--- config.mk ---
export PLATFORM = sky130hd
export DESIGN_NAME = mips_ifetch
export DESIGN_NICKNAME = d
export VERILOG_FILES = /design/src/rtl/mips_ifetch.sv
export SDC_FILE = /design/constraint.sdc
export NUM_CORES = 1
export LEC_CHECK = 0
export CAP_MARGIN = 20
export CORE_MARGIN = 4
export CORE_UTILIZATION = 47
export CTS_BUF_LIST = sky130_fd_sc_hd__clkbuf_2
export DETAILED_ROUTE_END_ITERATION = 10
export PLACE_DENSITY_LB_ADDON = 0.15
export SKIP_LAST_GASP = 1
export SYNTH_ARGS = -nofsm -noshare
export SYNTH_HDL_FRONTEND = slang
export SYNTH_SLANG_ARGS = --single-unit
--- constraint.sdc ---
create_clock -name clk -period 2.8 [get_ports clk]
set_input_delay 0.7 -clock clk [delete_from_list [all_inputs] [get_ports clk]]
set_output_delay 0.7 -clock clk [all_outputs]
set_load 0.005 [all_outputs]
--- src/rtl/mips_ifetch.sv ---
// Instruction-fetch stage for the 32x32 instruction pROM.
// Owns the PC and drives the pROM read port. It absorbs the pROM's one-cycle
// read latency and hands {instr, pc} to decode through a 2-entry skid buffer.
// A branch/jump redirect flushes the buffer and refetches from the target.
module mips_ifetch #(
  parameter int unsigned ADDR_W   = 5,
  parameter logic [31:0] RESET_PC = 32'h0000_0000
) (
  input  logic              clk,
  input  logic              reset_n,
  // pROM read port
  output logic [ADDR_W-1:0] rom_ad,
  output logic              rom_ce,
  output logic              rom_oce,
  output logic              rom_reset,
  input  logic [31:0]       rom_dout,
  // Branch/jump redirect
  input  logic              redirect_valid,
  input  logic [31:0]       redirect_pc,
  // Decode handshake
  output logic              if_valid,
  input  logic              if_ready,
  output logic [31:0]       if_instr,
  output logic [31:0]       if_pc
);

  localparam logic [31:0] RESET_PC_ALIGNED = {RESET_PC[31:2], 2'b00};

  // Architectural state
  logic [31:0] r_fetch_pc;
  logic        r_inflight;
  logic [31:0] r_inflight_pc;
  logic [1:0]  r_count;

  // Skid buffer. Slot 0 is always the head.
  logic [31:0] r_instr0;
  logic [31:0] r_pc0;
  logic [31:0] r_instr1;
  logic [31:0] r_pc1;

  // Combinational control
  logic [31:0] w_req_pc;
  logic        w_pop;
  logic [1:0]  w_occ;
  logic        w_issue;
  logic        w_capture;
  logic        w_wr_slot1;

  // Next-state values for the buffer
  logic [1:0]  w_count_nxt;
  logic [31:0] w_instr0_nxt;
  logic [31:0] w_pc0_nxt;
  logic [31:0] w_instr1_nxt;
  logic [31:0] w_pc1_nxt;

  assign rom_oce   = 1'b1;
  assign rom_reset = 1'b0;

  assign if_valid = (r_count != 2'd0);
  assign if_instr = r_instr0;
  assign if_pc    = r_pc0;

  assign w_pop = if_valid && if_ready;

  // Buffered words plus the word now on rom_dout. The issue rule keeps this at 2 or less.
  assign w_occ = r_count + {1'b0, r_inflight};

  // Request, issue and capture decisions for this cycle
  always_comb begin
    w_req_pc = r_fetch_pc;
    if (redirect_valid) begin
      w_req_pc = redirect_pc & 32'hFFFF_FFFC;
    end

    // Issue only when the word will have a slot when it lands.
    // reset_n is included so the enable drops as soon as reset is asserted.
    w_issue = reset_n && (redirect_valid || (w_occ < 2'd2) || (w_pop && (w_occ == 2'd2)));

    // During a redirect cycle the word on rom_dout belongs to the old path.
    // It is dropped here, so the target read issued this edge is kept.
    w_capture = r_inflight && !redirect_valid;

    // The tail slot is counted after any pop in the same edge.
    w_wr_slot1 = (r_count == 2'd2) || ((r_count == 2'd1) && !w_pop);
  end

  assign rom_ce = w_issue;
  assign rom_ad = w_req_pc[ADDR_W+1:2];

  // Buffer next state: pop shifts slot 1 into slot 0, then capture fills the tail
  always_comb begin
    w_count_nxt  = r_count;
    w_instr0_nxt = r_instr0;
    w_pc0_nxt    = r_pc0;
    w_instr1_nxt = r_instr1;
    w_pc1_nxt    = r_pc1;

    if (w_pop) begin
      w_instr0_nxt = r_instr1;
      w_pc0_nxt    = r_pc1;
    end

    if (w_capture) begin
      if (w_wr_slot1) begin
        w_instr1_nxt = rom_dout;
        w_pc1_nxt    = r_inflight_pc;
      end else begin
        w_instr0_nxt = rom_dout;
        w_pc0_nxt    = r_inflight_pc;
      end
    end

    case ({w_pop, w_capture})
      2'b10:   w_count_nxt = r_count - 2'd1;
      2'b01:   w_count_nxt = r_count + 2'd1;
      default: w_count_nxt = r_count;
    endcase

    // A redirect flushes everything, including an entry popped in the same edge
    if (redirect_valid) begin
      w_count_nxt = 2'd0;
    end
  end

  // PC and in-flight tracking
  always_ff @(posedge clk or negedge reset_n) begin
    if (!reset_n) begin
      r_fetch_pc    <= RESET_PC_ALIGNED;
      r_inflight    <= 1'b0;
      r_inflight_pc <= 32'h0;
    end else begin
      r_inflight <= w_issue;
      if (w_issue) begin
        r_fetch_pc    <= w_req_pc + 32'd4;
        r_inflight_pc <= w_req_pc;
      end
    end
  end

  // Skid buffer storage and occupancy
  always_ff @(posedge clk or negedge reset_n) begin
    if (!reset_n) begin
      r_count  <= 2'd0;
      r_instr0 <= 32'h0;
      r_pc0    <= 32'h0;
      r_instr1 <= 32'h0;
      r_pc1    <= 32'h0;
    end else begin
      r_count  <= w_count_nxt;
      r_instr0 <= w_instr0_nxt;
      r_pc0    <= w_pc0_nxt;
      r_instr1 <= w_instr1_nxt;
      r_pc1    <= w_pc1_nxt;
    end
  end

endmodule

==> results of run 1 <==
## worst register-to-register path, cell delays in order (launching register included)
cell and delay (ns):
dfrtp_1 0.47, inv_2 0.09, ha_4 0.13, nand2b_4 0.13, buf_4 0.43, a21oi_1 0.22, nor2_4 0.18, buf_12 0.26
mux2_2 0.38
## sequential cells by signal, indices dropped and copies added (netlist names)
| signal | cells |
|---|---|
| r_count | 2 |
| if_instr | 32 |
| if_pc | 32 |
| r_inflight_pc | 30 |
| r_pc1 | 30 |
| r_instr1 | 32 |
| r_inflight | 1 |
| r_fetch_pc | 30 |
## power by group through the flow
stage	Clock (mW)	Combinational, mW	Sequential, mW
global route	1.46	4.50	4.86
floorplan	0	2.26	4.59
global placement	0	3.84	4.73
finish	1.29	4.06	4.68
detailed placement	0	3.95	4.78
CTS	1.35	4.06	4.68
## timing repair
action	CTS	global route
setup endpoints to repair	5	4
pin swaps	3	3
buffers inserted	7	3
resized for setup	12	11
## cells in the final DEF (no fill, tap or decap), types with 5 or more instances in the layout
master           count
dfrtp_1            188
nor3_1              14
nand2_1            134
xor2_1              12
buf_4               63
o21ai_0             98
nor2_1              27
inv_1                7
inv_8                5
mux2_2              62
clkbuf_2            18
a31oi_1              8
o211ai_1             9
mux2i_1             81
a22oi_1              7
a21oi_1             20
nand3_1             21
buf_12               6
nand3b_1            12
xnor2_1             12
clkdlybuf4s50_1    129
nor2b_1             12
a211oi_1             5
## worst min path at each step
stage | slack, ns | cells past startpoint | endpoint | startpoint
finish | 0.12 | 2 | r_pc1[20] | reset_n
global route | 0.05 | 2 | r_inflight_pc[27] | reset_n
CTS | 0.07 | 2 | r_inflight_pc[27] | reset_n
detailed placement | 0.46 | 2 | r_fetch_pc[29] | r_fetch_pc[29]
global placement | 0.45 | 2 | r_fetch_pc[29] | r_fetch_pc[29]
floorplan | 0.40 | 0 | if_instr[0] | reset_n
## layout make-up
type | instances | share of cell area, %
inverter | 11 | 0.377
timing repair buffer | 205 | 16.9
clock buffer | 18 | 0.775
multi-input combinational | 618 | 37.4
tap | 265 | 2.85
sequential | 189 | 40.7
clock inverter | 14 | 1.06
antenna | 1 | 0.0215
## metal layers
metal / track usage (%) / wire (um) / part of all wire (%)
met5: 0 / 0 / 0
met4: 4.30 / 238 / 1.1
met2: 30.8 / 9710 / 45
met3: 4.10 / 1080 / 5.0
met1: 29.3 / 10500 / 49
## kinds of logic (layout without fill, tap and decap cells)
family | Yosys count | count (layout)
and+or+nand+nor | 258 | 258
DFF | 189 | 189
AOI/OAI and AO/OA | 182 | 182
muxes | 146 | 146
buffers and inverters | 76 | 248
xor gates and xnor gates | 25 | 25
adders and majority gates | 5 | 5
other | 2 | 3
==> flow_summary.ini, run 1 <==
[run_status]
status = completed

[route]
drt-initial-drc-count = 508
ant_nets = 0
routed_wl_um = 21500
drc = 0
viasPerCell = 5.33
wl_per_cell_um = 16.3
vias = 7045
drt_first_pass_iters = 4

[timing]
worst_pin_slew_ns = 0.850
rsz0062_at_grt = true
min_period_ns = 2.76
max_freq_mhz = 363
slew_headroom_pct = 43.3
setup_ws_ns = 0.0415
post-route-period-util_pct = 98.5
maxSlewViolCount = 0
tns_ns = 0
clock_skew_ns = 0.0419
hold_viol_final = 0
finalSetupViolations = 0
hold_slack_ns = 0.123

[yosys]
syn_nets = 956
synth_top_area_cell = dfrtp_1
synth-xor-area-share_pct = 2.35
yosys.area_share.simple_pct = 13.6
ys_warn_count = 0
yosys-top-cells-area = dfrtp_1 (51%), mux2i_1 (8.8%), mux2_2 (7.7%)
synth_seq_area_share_pct = 50.8
synth_compound_area_share_pct = 12.0
synth_cells = 883
yosys_register_bits = 189
synth_mux_area_share_pct = 16.5
synth_most_common_cell = dfrtp_1
synth.top_cell.area_share_pct = 50.8
synth_top_family_by_area = multiplexers
synthTopCellsByCount = dfrtp_1 (189), nand2_1 (135), o21ai_0 (98)
synth-edff-count = 0
synthFlopType = dfrtp_1
async_flop_share_pct = 100
syn_area_mm2 = 0.00932
syn_area_per_cell_um2 = 10.6
yosysUniqueCellTypes = 60
synth_fa_ha_area_share_pct = 0.671

[critical_path]
cp.depth = 6
r2r_cells = 8
cp.required_ns = 2.10
crit_chain = buf_6, ha_4, nor2_2, o31ai_4, inv_2, buf_6
r2r-start = r_count[0]
startpoint = r_count[0]
crit_end = rom_ce
end_kind = primary output
critical_path_arrival_ns = 2.06
slowest_stage = dfrtp_1
worstPathMaxFanout = 3
cp_num_buf_inv = 3
path_common_cell = buf_6
cpPeakStageDelay_ns = 0.47
reg2reg_to = r_instr1[2]
crit_type = reg -> out
cp-start-kind = flip-flop
regToRegSetupSlack_ns = 0.42
cp_top_family = flip-flops

[die]
die_area_mm2 = 0.0221
start_util_pct = 47.9
num_rows = 51
ios = 141
coreArea_mm2 = 0.0195
die_w_um = 149
fp.dieH_um = 149

[power_and_ir_drop]
internal_power_mw = 6.51
power.share.sequential_pct = 46.7
peakVddDrop_v = 0.000313
p_sw_share_pct = 35.1
leakage_nw = 5.18
pwr-share-comb_pct = 40.5
power_density_mw_per_mm2 = 862
switchingPower_mw = 3.52
power.share.clock_pct = 12.8
power_mw = 10.0

[cells_and_area]
final_layout_size_suffix_gt1_share_pct = 18.7
fin_cells = 1321
fillCellCount = 1686
syn2layout_area_growth_pct = 24.8
multi_input_area_mm2 = 0.00435
final_util_pct = 59.8
fin_area_mm2 = 0.0116
fin_nets = 1115
final-seq-area_mm2 = 0.00473

[global_route]
grt-ovfl-total = 0
grt_pass1_wl_um = 35600
grt_usage_pct = 19.9
grt_pass1_vias = 6829
grt_max_degree = 79
grt_antenna_before_repair = 1

[placed_design]
port-buffer-count = 136
placed_cells = 1278
pre_cts_slack_ns = -0.0705
place_hpwl_um = 15200
dpl_cell_area_mm2 = 0.0113
gp_congestion = 0.866

[flow_run]
drv_cap = 0

[cts]
clock-sinks = 189
htree_levels = 4
path_clk_slew_ns = 0.32
clock_latency_ns = 0.76
cts_tree = built
cts_made_buffers = 17
ctsHoldBuffers = 0
cts_root_buf = clkbuf_2
clockBufferDepth = 2

[worst_hold_path]
min_path_type = in -> async
(Power assumes the default switching activity.)
==> run 2: changes to the inputs <==
--- a/config.mk
+++ b/config.mk
@@ -12,6 +12,7 @@
 export DETAILED_ROUTE_END_ITERATION = 10
 export PLACE_DENSITY_LB_ADDON = 0.15
 export SKIP_LAST_GASP = 1
+export SLEW_MARGIN = 30
 export SYNTH_ARGS = -nofsm -noshare
 export SYNTH_HDL_FRONTEND = slang
 export SYNTH_SLANG_ARGS = --single-unit
==> constraint.sdc (replaced) <==
create_clock -name clk -period 2.2 [get_ports clk]
set_input_delay 0.55 -clock clk [delete_from_list [all_inputs] [get_ports clk]]
set_output_delay 0.55 -clock clk [all_outputs]
set_load 0.005 [all_outputs]
==> flow_summary.ini, run 2 (synthesized netlist as in run 1, its figures left out) <==
[run_status]
status = complete, but fails checks
violations = negative setup slack

[power_and_ir_drop]
leakage_nw = 5.93
power_mw = 13.4
peakVddDrop_v = 0.000511
power_density_mw_per_mm2 = 1070

[die]
num_rows = 51
fp.dieH_um = 149
coreArea_mm2 = 0.0195
die_w_um = 149
die_area_mm2 = 0.0221
ios = 141
start_util_pct = 47.9

[critical_path]
cp.required_ns = 1.65
crit_type = reg -> out
end_kind = primary output
worstPathMaxFanout = 3
critical_path_arrival_ns = 2.03
regToRegSetupSlack_ns = 0.09
cp-start-kind = flip-flop

[placed_design]
place_hpwl_um = 15700
pre_cts_slack_ns = -0.474
gp_congestion = 0.852
port-buffer-count = 136

[cts]
htree_levels = 4
path_clk_slew_ns = 0.27
clock_latency_ns = 0.78
cts_root_buf = clkbuf_2
cts_tree = built
cts_made_buffers = 17
clockBufferDepth = 2
clock-sinks = 189

[timing]
max_freq_mhz = 387
post-route-period-util_pct = 117
min_period_ns = 2.58
setup_ws_ns = -0.383
hold_viol_final = 0
finalSetupViolations = 3
maxSlewViolCount = 0
clock_skew_ns = 0.0558
rsz0062_at_grt = true
worst_pin_slew_ns = 0.554
slew_headroom_pct = 63.0

[global_route]
grt_pass1_vias = 7332
grt-ovfl-total = 0
grt_max_degree = 111
grt_pass1_wl_um = 37200
grt_usage_pct = 20.8
grt_antenna_before_repair = 1

[route]
vias = 7455
ant_nets = 0
drt_first_pass_iters = 5
drc = 0
wl_per_cell_um = 15.7
routed_wl_um = 22500
viasPerCell = 5.21
drt-initial-drc-count = 364

[flow_run]
drv_cap = 0

[cells_and_area]
final_cell_mix = dfrtp_1 (188), buf_4 (164), nand2_1 (134)
fin_nets = 1226
final_common_cell = dfrtp_1
final_layout_size_suffix_gt1_share_pct = 27.6
syn2layout_area_growth_pct = 34.9

[worst_hold_path]
min_path_type = in -> reg
run 2: area by class of cell:
cell class | instances | area (um2)
timing repair buffer | 316 | 2810
clock inverter | 15 | 174
tap | 265 | 332
clock buffer | 17 | 85.1
antenna | 1 | 2.50
sequential | 189 | 4730
multi-input combinational | 618 | 4390
inverter | 11 | 43.8
fill | 1583 | 6890
run 2: critical path: stages (launching register included):
cell,delay [ns]
dfrtp_1,0.46
inv_2,0.09
ha_4,0.13
nand2b_4,0.12
nor2_2,0.05
o31ai_4,0.24
inv_2,0.08
buf_2,0.13
run 2: repair_timing:
action                     CTS  global route
buffers inserted            48            14
hold endpoints to repair    79             0
pin swaps                    2             9
resized for setup          111            27
setup endpoints to repair   72            34
hold buffers                 1             0
run 2: worst paths after layout:
check / end / startpoint / depth (start not counted)
setup / recovery: rom_ce / r_count[0] / 7
hold / removal: r_inflight_pc[7] / redirect_valid / 4
setup reg to reg: r_fetch_pc[14] / r_fetch_pc[3] / 11
hold reg to reg: if_pc[8] / r_inflight_pc[8] / 2
max in group asynchronous: r_instr1[14] / reset_n / 4
min in group asynchronous: r_inflight_pc[16] / reset_n / 3
run 2: per-layer routing:
metal | up-vias | share of wire [%] | global-route usage (%)
li1 | 3678 | - | -
met5 | - | 0 | 0
met2 | 157 | 46 | 33.1
met3 | 16 | 4.8 | 4.19
met4 | 0 | 0.77 | 4.26
met1 | 3604 | 48 | 30.1
run 2: through the flow:
stage	instances	cell area, um2	TNS, ns	hold slack [ns]	util, %
CTS	1420	12400	-0.941	0.185	63.8
global route	1432	12600	-1.69	0.182	64.6
floorplan	883	9440	-5.27	0.254	-
global placement	1340	11800	-28.15	0.464	60.7
finish	1432	12600	-0.527	0.277	64.6
detailed placement	1341	11800	-31.37	0.478	60.9
run 2: power by group:
part           total, mW  internal (mW)  switching [mW]
logic               5.64           3.24            2.40
clock network       1.88          0.569            1.31
registers           5.92           4.98           0.943
total               13.4           8.79            4.65
